## src/rtl/fnd_scan_decoder_pkg.sv

```systemverilog
// fnd_pkg: shared constants and types for the FND scan decoder.
//   SEG_0..SEG_9, SEG_BLANK : active-low segment codes {dp,g,f,e,d,c,b,a}
//   DIGIT_SEL0..3           : active-low digit select codes (d0 = ones)
//   fsm_state_t             : frame FSM state encoding
package fnd_pkg;

  localparam logic [7:0] SEG_0     = 8'hC0;
  localparam logic [7:0] SEG_1     = 8'hF9;
  localparam logic [7:0] SEG_2     = 8'hA4;
  localparam logic [7:0] SEG_3     = 8'hB0;
  localparam logic [7:0] SEG_4     = 8'h99;
  localparam logic [7:0] SEG_5     = 8'h92;
  localparam logic [7:0] SEG_6     = 8'h82;
  localparam logic [7:0] SEG_7     = 8'hF8;
  localparam logic [7:0] SEG_8     = 8'h80;
  localparam logic [7:0] SEG_9     = 8'h90;
  localparam logic [7:0] SEG_BLANK = 8'hFF;

  localparam logic [3:0] DIGIT_SEL0 = 4'b1110;
  localparam logic [3:0] DIGIT_SEL1 = 4'b1101;
  localparam logic [3:0] DIGIT_SEL2 = 4'b1011;
  localparam logic [3:0] DIGIT_SEL3 = 4'b0111;

  typedef enum logic [1:0] {
    ST_IDLE    = 2'd0,
    ST_COLLECT = 2'd1,
    ST_CONVERT = 2'd2,
    ST_DONE    = 2'd3
  } fsm_state_t;

endpackage

```

## src/rtl/fnd_scan_decoder_seg7_to_bcd.sv

```systemverilog
// seg7_to_bcd: combinational active-low 7-segment pattern to BCD decoder.
//   seg      in  8  active-low segments {dp,g,f,e,d,c,b,a}
//   bcd      out 4  decoded digit 0..9 (0 when code_err)
//   code_err out 1  pattern is not one of the ten digit codes
module seg7_to_bcd
  import fnd_pkg::*;
(
  input  logic [7:0] seg,
  output logic [3:0] bcd,
  output logic       code_err
);

  always_comb begin
    bcd      = '0;
    code_err = 1'b0;
    case (seg)
      SEG_0:   bcd = 4'd0;
      SEG_1:   bcd = 4'd1;
      SEG_2:   bcd = 4'd2;
      SEG_3:   bcd = 4'd3;
      SEG_4:   bcd = 4'd4;
      SEG_5:   bcd = 4'd5;
      SEG_6:   bcd = 4'd6;
      SEG_7:   bcd = 4'd7;
      SEG_8:   bcd = 4'd8;
      SEG_9:   bcd = 4'd9;
      default: code_err = 1'b1;
    endcase
  end

endmodule

```

## src/rtl/fnd_scan_decoder.sv

```systemverilog
// fnd_scan_decoder: receive side of a 4-digit multiplexed FND interface.
// Synchronizes the scanned select/segment lines, captures each settled digit,
// assembles a d0..d3 frame and converts it to binary.
//   clk         in  1   system clock
//   reset       in  1   asynchronous active-high reset
//   fnd_digit   in  4   active-low digit select
//   fnd_data    in  8   active-low segments {dp,g,f,e,d,c,b,a}
//   value       out 14  binary value of last good frame
//   digits_bcd  out 16  {d3,d2,d1,d0} BCD of last good frame
//   value_valid out 1   one-cycle pulse when value/digits_bcd update
//   frame_err   out 1   one-cycle pulse when a frame is aborted
module fnd_scan_decoder
  import fnd_pkg::*;
#(
  parameter int unsigned SETTLE_CYCLES = 16
) (
  input  logic        clk,
  input  logic        reset,
  input  logic [3:0]  fnd_digit,
  input  logic [7:0]  fnd_data,
  output logic [13:0] value,
  output logic [15:0] digits_bcd,
  output logic        value_valid,
  output logic        frame_err
);

  localparam logic [15:0] CAPTURE_AT = 16'(SETTLE_CYCLES - 1);

  // input synchronizers
  logic [3:0]  digit_meta, digit_sync;
  logic [7:0]  data_meta, data_sync;

  always_ff @(posedge clk or posedge reset) begin
    if (reset) begin
      digit_meta <= '1;
      digit_sync <= '1;
      data_meta  <= '1;
      data_sync  <= '1;
    end else begin
      digit_meta <= fnd_digit;
      digit_sync <= digit_meta;
      data_meta  <= fnd_data;
      data_sync  <= data_meta;
    end
  end

  // settle detection
  logic [11:0] prev_sample;
  logic [15:0] settle_cnt;
  logic        captured;
  logic        changed;
  logic        sel_legal;
  logic [1:0]  sel_idx;
  logic        capture;

  always_comb begin
    sel_legal = 1'b1;
    sel_idx   = 2'd0;
    case (digit_sync)
      DIGIT_SEL0: sel_idx = 2'd0;
      DIGIT_SEL1: sel_idx = 2'd1;
      DIGIT_SEL2: sel_idx = 2'd2;
      DIGIT_SEL3: sel_idx = 2'd3;
      default:    sel_legal = 1'b0;
    endcase
  end

  assign changed = ({digit_sync, data_sync} != prev_sample);
  // captured keeps a dwell longer than SETTLE_CYCLES from firing twice
  assign capture = !changed && !captured && sel_legal && (settle_cnt == CAPTURE_AT);

  always_ff @(posedge clk or posedge reset) begin
    if (reset) begin
      prev_sample <= {4'b1111, 8'hFF};
      settle_cnt  <= '0;
      captured    <= 1'b0;
    end else begin
      prev_sample <= {digit_sync, data_sync};
      if (changed) begin
        settle_cnt <= '0;
        captured   <= 1'b0;
      end else begin
        if (settle_cnt != '1)
          settle_cnt <= settle_cnt + 16'd1;
        if (capture)
          captured <= 1'b1;
      end
    end
  end

  // segment decode
  logic [3:0] seg_bcd;
  logic       code_err;

  seg7_to_bcd u_seg7_to_bcd (
    .seg      (data_sync),
    .bcd      (seg_bcd),
    .code_err (code_err)
  );

  // frame FSM
  fsm_state_t  state, state_next;
  logic [3:0]  digit_reg [4];
  logic        bad, bad_next;
  logic [1:0]  exp_idx, exp_next;
  logic [1:0]  conv_k;
  logic [13:0] acc;
  logic        store_en;
  logic        acc_clear;
  logic        acc_step;
  logic        valid_next;
  logic        err_next;

  always_ff @(posedge clk or posedge reset) begin
    if (reset) state <= ST_IDLE;
    else       state <= state_next;
  end

  always_comb begin
    state_next = state;
    store_en   = 1'b0;
    bad_next   = bad;
    exp_next   = exp_idx;
    acc_clear  = 1'b0;
    acc_step   = 1'b0;
    valid_next = 1'b0;
    err_next   = 1'b0;
    case (state)
      ST_IDLE: begin
        if (capture && sel_idx == 2'd0) begin
          store_en   = 1'b1;
          bad_next   = code_err;
          exp_next   = 2'd1;
          state_next = ST_COLLECT;
        end
      end
      ST_COLLECT: begin
        if (capture) begin
          if (sel_idx == exp_idx) begin
            store_en = 1'b1;
            bad_next = bad | code_err;
            if (sel_idx == 2'd3) begin
              if (bad | code_err) begin
                err_next   = 1'b1;
                state_next = ST_IDLE;
              end else begin
                acc_clear  = 1'b1;
                state_next = ST_CONVERT;
              end
            end else begin
              exp_next = exp_idx + 2'd1;
            end
          end else begin
            // ordering error takes precedence over any code error
            err_next = 1'b1;
            if (sel_idx == 2'd0) begin
              store_en = 1'b1;
              bad_next = code_err;
              exp_next = 2'd1;
            end else begin
              state_next = ST_IDLE;
            end
          end
        end
      end
      ST_CONVERT: begin
        acc_step = 1'b1;
        if (conv_k == 2'd0)
          state_next = ST_DONE;
      end
      ST_DONE: begin
        valid_next = 1'b1;
        state_next = ST_IDLE;
      end
      default: state_next = ST_IDLE;
    endcase
  end

  always_ff @(posedge clk or posedge reset) begin
    if (reset) begin
      for (int unsigned i = 0; i < 4; i++)
        digit_reg[i] <= '0;
      bad         <= 1'b0;
      exp_idx     <= '0;
      conv_k      <= '0;
      acc         <= '0;
      value       <= '0;
      digits_bcd  <= '0;
      value_valid <= 1'b0;
      frame_err   <= 1'b0;
    end else begin
      value_valid <= valid_next;
      frame_err   <= err_next;
      bad         <= bad_next;
      exp_idx     <= exp_next;
      if (store_en)
        digit_reg[sel_idx] <= seg_bcd;
      if (acc_clear) begin
        acc    <= '0;
        conv_k <= 2'd3;
      end else if (acc_step) begin
        // acc*10 as shift-add, most significant digit first
        acc    <= (acc << 3) + (acc << 1) + {10'd0, digit_reg[conv_k]};
        conv_k <= conv_k - 2'd1;
      end
      if (valid_next) begin
        value      <= acc;
        digits_bcd <= {digit_reg[3], digit_reg[2], digit_reg[1], digit_reg[0]};
      end
    end
  end

endmodule

```

## config.mk

```make
export PLATFORM = sky130hd
export DESIGN_NAME = fnd_scan_decoder
export DESIGN_NICKNAME = d
export VERILOG_FILES = /design/src/rtl/fnd_scan_decoder_pkg.sv /design/src/rtl/fnd_scan_decoder_seg7_to_bcd.sv /design/src/rtl/fnd_scan_decoder.sv
export SDC_FILE = /design/constraint.sdc
export NUM_CORES = 1
export LEC_CHECK = 0
export ABC_AREA = 1
export BUFFER_PORTS_ARGS = -buffer_cell sky130_fd_sc_hd__buf_4
export CORE_ASPECT_RATIO = 0.9
export CORE_UTILIZATION = 60
export CTS_CLUSTER_DIAMETER = 40
export CTS_CLUSTER_SIZE = 20
export DETAILED_ROUTE_END_ITERATION = 12
export GPL_TIMING_DRIVEN = 0
export PLACE_DENSITY = 0.8
export SLEW_MARGIN = 20
export SYNTH_ARGS = -nofsm -noshare
export SYNTH_HDL_FRONTEND = slang
export SYNTH_SLANG_ARGS = --single-unit
```

## constraint.sdc

```tcl
create_clock -name clk -period 4.41 [get_ports clk]
set_input_delay 0.6615 -clock clk [delete_from_list [all_inputs] [get_ports clk]]
set_output_delay 0.6615 -clock clk [all_outputs]
set_load 0.05 [all_outputs]
```

# [Word level (Yosys, flattened, before mapping)]
# Cells that the tools add are included.
[totals] latchBits=0 romBits=0 ff_bits=122 out_inout_bits=32 memories=0 elab_cells=132 ramBits=0 inputBits=14
[op_classes] mux=53 magnitude_cmp=3 div_mod_pow=0 bitwise_logic=3 add_sub_neg=5 n_reduce_logical=19 n_eq_ne=29 shift=0 n_mul=0
[op_table] cell="$eq 8x8->1 const B" n=10
[op_table] cell="$pmux 4 s9" n=1
[op_table] cell="$mux 16" n=2
[op_table] cell="$mux 14" n=2
[op_table] cell="$mux 2" n=13
[op_table] cell="$mux 1" n=24
[op_table] cell="$add 16x1->16 const B" n=1
[op_table] cell="$bwmux 16" n=1
[op_table] cell="$eq 16x4->1 const B" n=1
[op_table] cell="$ne 16x16->1 const B" n=1
[op_table] cell="$add 14x14->14" n=1
[op_table] cell="$add 14x4->14" n=1
[op_table] cell="$eq 4x4->1 const B" n=3
[op_table] cell="$mux 4" n=3
[op_table] cell="$ne 12x12->1" n=1
[op_table] cell="$ne 3x3->1 const B" n=4
[op_table] cell="$reduce_and 5->1" n=2
[op_table] cell="$reduce_or 10->1" n=1
[op_table] cell="$bmux 4 s2" n=1
[op_table] cell="$demux 4 s2" n=1
[op_table] cell="$pmux 2 s4" n=1
[op_table] cell="$reduce_bool 2->1" n=4
[op_table] cell="$eq 2x2->1 const B" n=3
[op_table] cell="$ge 3x3->1 const B" n=2
[op_table] cell="other kinds (17)" n=28

# [Depth between registers and ports, before layout]
[depth] ltp_word=10 mapped_depth=17 depth_no_buf=17

# [By module]
# Synthesis repeated with hierarchy kept, for this count alone.
[hier_totals] cells_unflattened=696 area_unflattened_um2=6053.3
[modules_own_cells] module="fnd_scan_decoder" seq_area_each_um2=3098.0 area_each_um2=5799.3 instances=1 cells_each=637
[modules_own_cells] module="seg7_to_bcd" seq_area_each_um2=0.0 area_each_um2=254.0 instances=1 cells_each=59

# [Worst setup path before layout]
# No wires, ideal clock.
[synth_path] path_type="reg-to-reg" from="reg conv_k[0]" to="reg acc[11]" required_time_ns=4.293 setup_ns=0.117 n_path_buf=1 setup_slack_ns=1.650 arrival_time_ns=2.642 stages_incl_launch_ff=16 period_less_slack_ns=2.760 path_cell_list="dfrtp_1 -> clkbuf_1 -> a21oi_1 -> o21ai_0 -> nand2_1 -> fa_1 -> inv_1 -> ha_1 -> nand3_1 -> nand2_1 -> inv_1 -> o21ai_0 -> a21boi_0 -> or2_2 -> nand3_1 -> nand2_1"
[synth_via] elab_chain_len=7
[synth_rtl] element="from (decl)" line_no="fnd_scan_decoder.sv:106" rtl="logic [1:0] conv_k;"
[synth_rtl] element="from (signal assigned)" line_no="fnd_scan_decoder.sv:204" rtl="conv_k <= conv_k - 2'd1;"
[synth_rtl] element="$not 2->3 (implied by the code)" line_no="fnd_scan_decoder.sv:203" rtl="acc <= (acc << 3) + (acc << 1) + {10'd0, digit_reg[conv_k]};"
[synth_rtl] element="$bmux 4 s2" line_no="fnd_scan_decoder.sv:203"
[synth_rtl] element="$mux 4 (implied by the code) (2 in a row)" line_no="fnd_scan_decoder.sv:203"
[synth_rtl] element="$add 14x4->14" line_no="fnd_scan_decoder.sv:203"
[synth_rtl] element="$mux 14" line_no="fnd_scan_decoder.sv:201" rtl="end else if (acc_step) begin"
[synth_rtl] element="$mux 14" line_no="fnd_scan_decoder.sv:198" rtl="if (acc_clear) begin"
[synth_rtl] element="to (signal assigned)" line_no="fnd_scan_decoder.sv:203"
[synth_rtl] element="to (decl)" line_no="fnd_scan_decoder.sv:107" rtl="logic [13:0] acc;"
# No other way between the ends. The select of a mux whose other input is x is not followed.
# A chain may end at the register's enable or synchronous reset.

# [Worst setup path after layout]
# Ends and elaborated chain as after synthesis.

==> flow_summary.toml <==
[placement]
gp_congestion = 0.912
numPortBuffers = 45
dp.final_hpwl_um = 9130
dp_worst_setup_slack_ns = 1.21

[synth]
synthCells = 717
ys_types = 44
syn-mean-instance-area_sq_um = 8.44
synth_ff_type = "dfrtp_1"
synth.ff_latch_count = 122
ys_seq_area_share_pct = 51.2
syn_area_sq_um = 6050
syn-num-nets = 757
synth-edff-count = 0
async_flop_share_pct = 100
yosys_warnings = 0

[critical_path]
end_kind = "register"
crit_path_frequent_cell = "nand2_1"
crit_path_max_incr_delay_ns = 0.49
crit_family = "compound AO/OA/AOI/OAI gates"
cp.arrival_ns = 3.73
path_cells = "clkbuf_1 > a21oi_1 > o21ai_0 > nand2_1 > fa_1 > inv_1 > ha_1 > nand3_1 > nand2_1 > inv_1 > o21ai_0 > a21boi_0 > or2_2 > nand3_1 > nand2_1"
slowest_stage = "fa_1"
crit_type = "register to register"
path_max_fanout = 10
crit_required_ns = 4.82
cp-start-kind = "register"
path_buf_inv = 3

[sta]
finalMaxSlewViolations = 0
setup_slack_ns = 1.09
max_slew_margin_pct = 63.1
max_freq_mhz = 301
clock-skew-final_ns = 0.0122
rsz0062_at_grt = "false"
final_hold_viol_count = 0
timing.final.crit_period_ns = 3.32
setup_violations = 0
finalCritPeriodShare_pct = 75.3
worst_pin_slew_ns = 0.553

[routing]
vias_per_cell = 5.43
drc_errors = 0
ant_nets = 0
drtPass1Iterations = 5
detail_route.iter0.violations = 231
vias = 4999
post_drt_wl_per_cell_um = 14.4
routed_wl_um = 13200

[layout]
area_growth_pct = 17.7
drive_above_1_share_pct = 19.0
nNetsFinal = 822
antenna_cells = 0
final_common_cell = "nand2_1"
fill_cells = 697
mostFrequentLayoutCells = "nand2_1, dfrtp_1, inv_1, nor2_1, buf_4"

[power_and_ir_drop]
power_frac_clock_pct = 50.6
pwr-share-comb_pct = 2.9
total_power_w = 0.00251
p_per_area_nw_per_um2 = 352
leakage_nw = 3.66
ir_drop_mv = 0.332
pwr-share-seq_pct = 46.5
p_switching_w = 0.000583
p_int_w = 0.00192
p_sw_share_pct = 23.3

[run_status]
status = "completed"

[global_routing]
grt-ovfl-total = 0
grt_pass1_vias = 5005
grt_pass1_wl_um = 22400
grt_usage_pct = 27.8
grt_start_max_net_pins = 83
antenna_found_initial = 0

[clock_tree]
clock_sinks = 122
post_cts_resized = 0
cts_buffers = 17
clkTransAtPathRegs_ns = 0.06
cts_buffer_depth = 2
cts_max_level = 4
clkLatencyLatePin_ns = 0.53
cts_tree = "done"
cts_setup_buffers = 0
postCtsHoldBufs = 0
clockRootBuffer = "clkbuf_8"

[min_path]
hold_class = "input port to asynchronous set/reset pin"

[die]
core.rowCount = 34
coreArea_sq_um = 9740
start_util_pct = 62.1
die_height_um = 97.3
die_area_sq_um = 10500
die_w_um = 108
pin_count = 46

[flow_run]
drv_cap = 0
==> power by group through the flow <==
stage | Sequential [W] | Clock (W) | Combinational [W]
2_1_floorplan | 0.00118 | 0 | 0.0000492
3_3_place_gp | 0.00118 | 0 | 0.0000673
3_5_place_dp | 0.00118 | 0 | 0.0000744
4_1_cts | 0.00116 | 0.00128 | 0.0000752
5_1_grt | 0.00117 | 0.00133 | 0.0000843
6_report | 0.00116 | 0.00127 | 0.0000737
==> Yosys cell counts, types with 2 or more instances <==
library cell,instances,area share [%]
nand2_1,223,14
dfrtp_1,86,36
inv_1,74,4.6
nor2_1,67,4.2
nand3_1,42,3.5
dfstp_2,36,16
o21ai_0,36,3.0
ha_1,24,5.0
a21oi_1,19,1.6
nand4_1,10,1.0
nor3_1,9,0.74
clkbuf_1,8,0.50
xnor2_1,8,1.2
nand2_2,7,0.72
inv_2,6,0.37
o21ai_1,6,0.50
a31oi_1,5,0.52
nor2_2,5,0.52
nand3_2,4,0.66
nand3b_1,4,0.50
o21a_1,3,0.37
o21bai_1,3,0.37
o31ai_1,3,0.37
o41ai_1,3,0.43
or2_2,3,0.31
fa_1,2,0.66
nor2_4,2,0.37
o22ai_1,2,0.21
xor2_1,2,0.29
==> stage by stage <==
stage               cells  hold WS, ns  util [%]  TNS (ns)  cell area, sq um
global route          921        0.161      73.1         0              7120
global placement      888        0.346      67.2    -50.65              6550
detailed placement    889        0.347      67.5         0              6580
finish                921        0.137      73.1         0              7120
floorplan             717        0.345         -         0              6050
CTS                   921        0.142      73.1         0              7120
==> area by class of cell <==
cell class | instances | area [sq um] | area share, %
sequential | 122 | 3100 | 43.5
multi-input combinational | 501 | 2560 | 35.9
clock buffer | 18 | 418 | 5.87
timing repair buffer | 46 | 365 | 5.13
inverter | 82 | 318 | 4.46
tap | 126 | 158 | 2.21
clock inverter | 14 | 123 | 1.72
buffer | 12 | 81.3 | 1.14
==> worst reg2reg max path, delay by kind of cell, from the launching register on <==
| kind | cells | cell delay [ns] |
|---|---|---|
| fa+ha+maj | 2 | 0.78 |
| flops | 1 | 0.40 |
| compound gates | 4 | 0.81 |
| simple gates | 6 | 0.78 |
| buf+inv | 3 | 0.45 |
==> kinds of logic after synthesis <==
logic type	synth area share (%)
AND/OR/NAND/NOR	27.2
buffers and inverters	6.51
XOR/XNOR	1.45
adder cells (fa/ha/maj)	5.62
AO/OA/AOI/OAI	8.04
flip-flops	51.2
==> worst paths after layout <==
| path | start | to | slack [ns] | cells after the start |
|---|---|---|---|---|
| hold reg to reg | digit_meta[2] | digit_sync[2] | 0.35 | 0 |
| min in group clk | fnd_digit[3] | digit_meta[3] | 0.24 | 1 |
| setup reg to reg | conv_k[0] | acc[11] | 1.09 | 15 |
| max in group asynchronous | reset | data_sync[0] | 3.51 | 3 |
| setup / recovery | conv_k[0] | acc[11] | 1.09 | 15 |
| hold / removal | reset | value[10] | 0.14 | 2 |
==> layer usage <==
metal / vias to the layer above / track usage [%] / routed length, um
li1: 2439 / - / -
met1: 2395 / 34.4 / 5780
met2: 142 / 47.0 / 6560
met3: 23 / 6.64 / 686
met4: 0 / 10.2 / 210
met5: - / 0 / 0
Note: power is estimated with default switching activity, not from simulation.
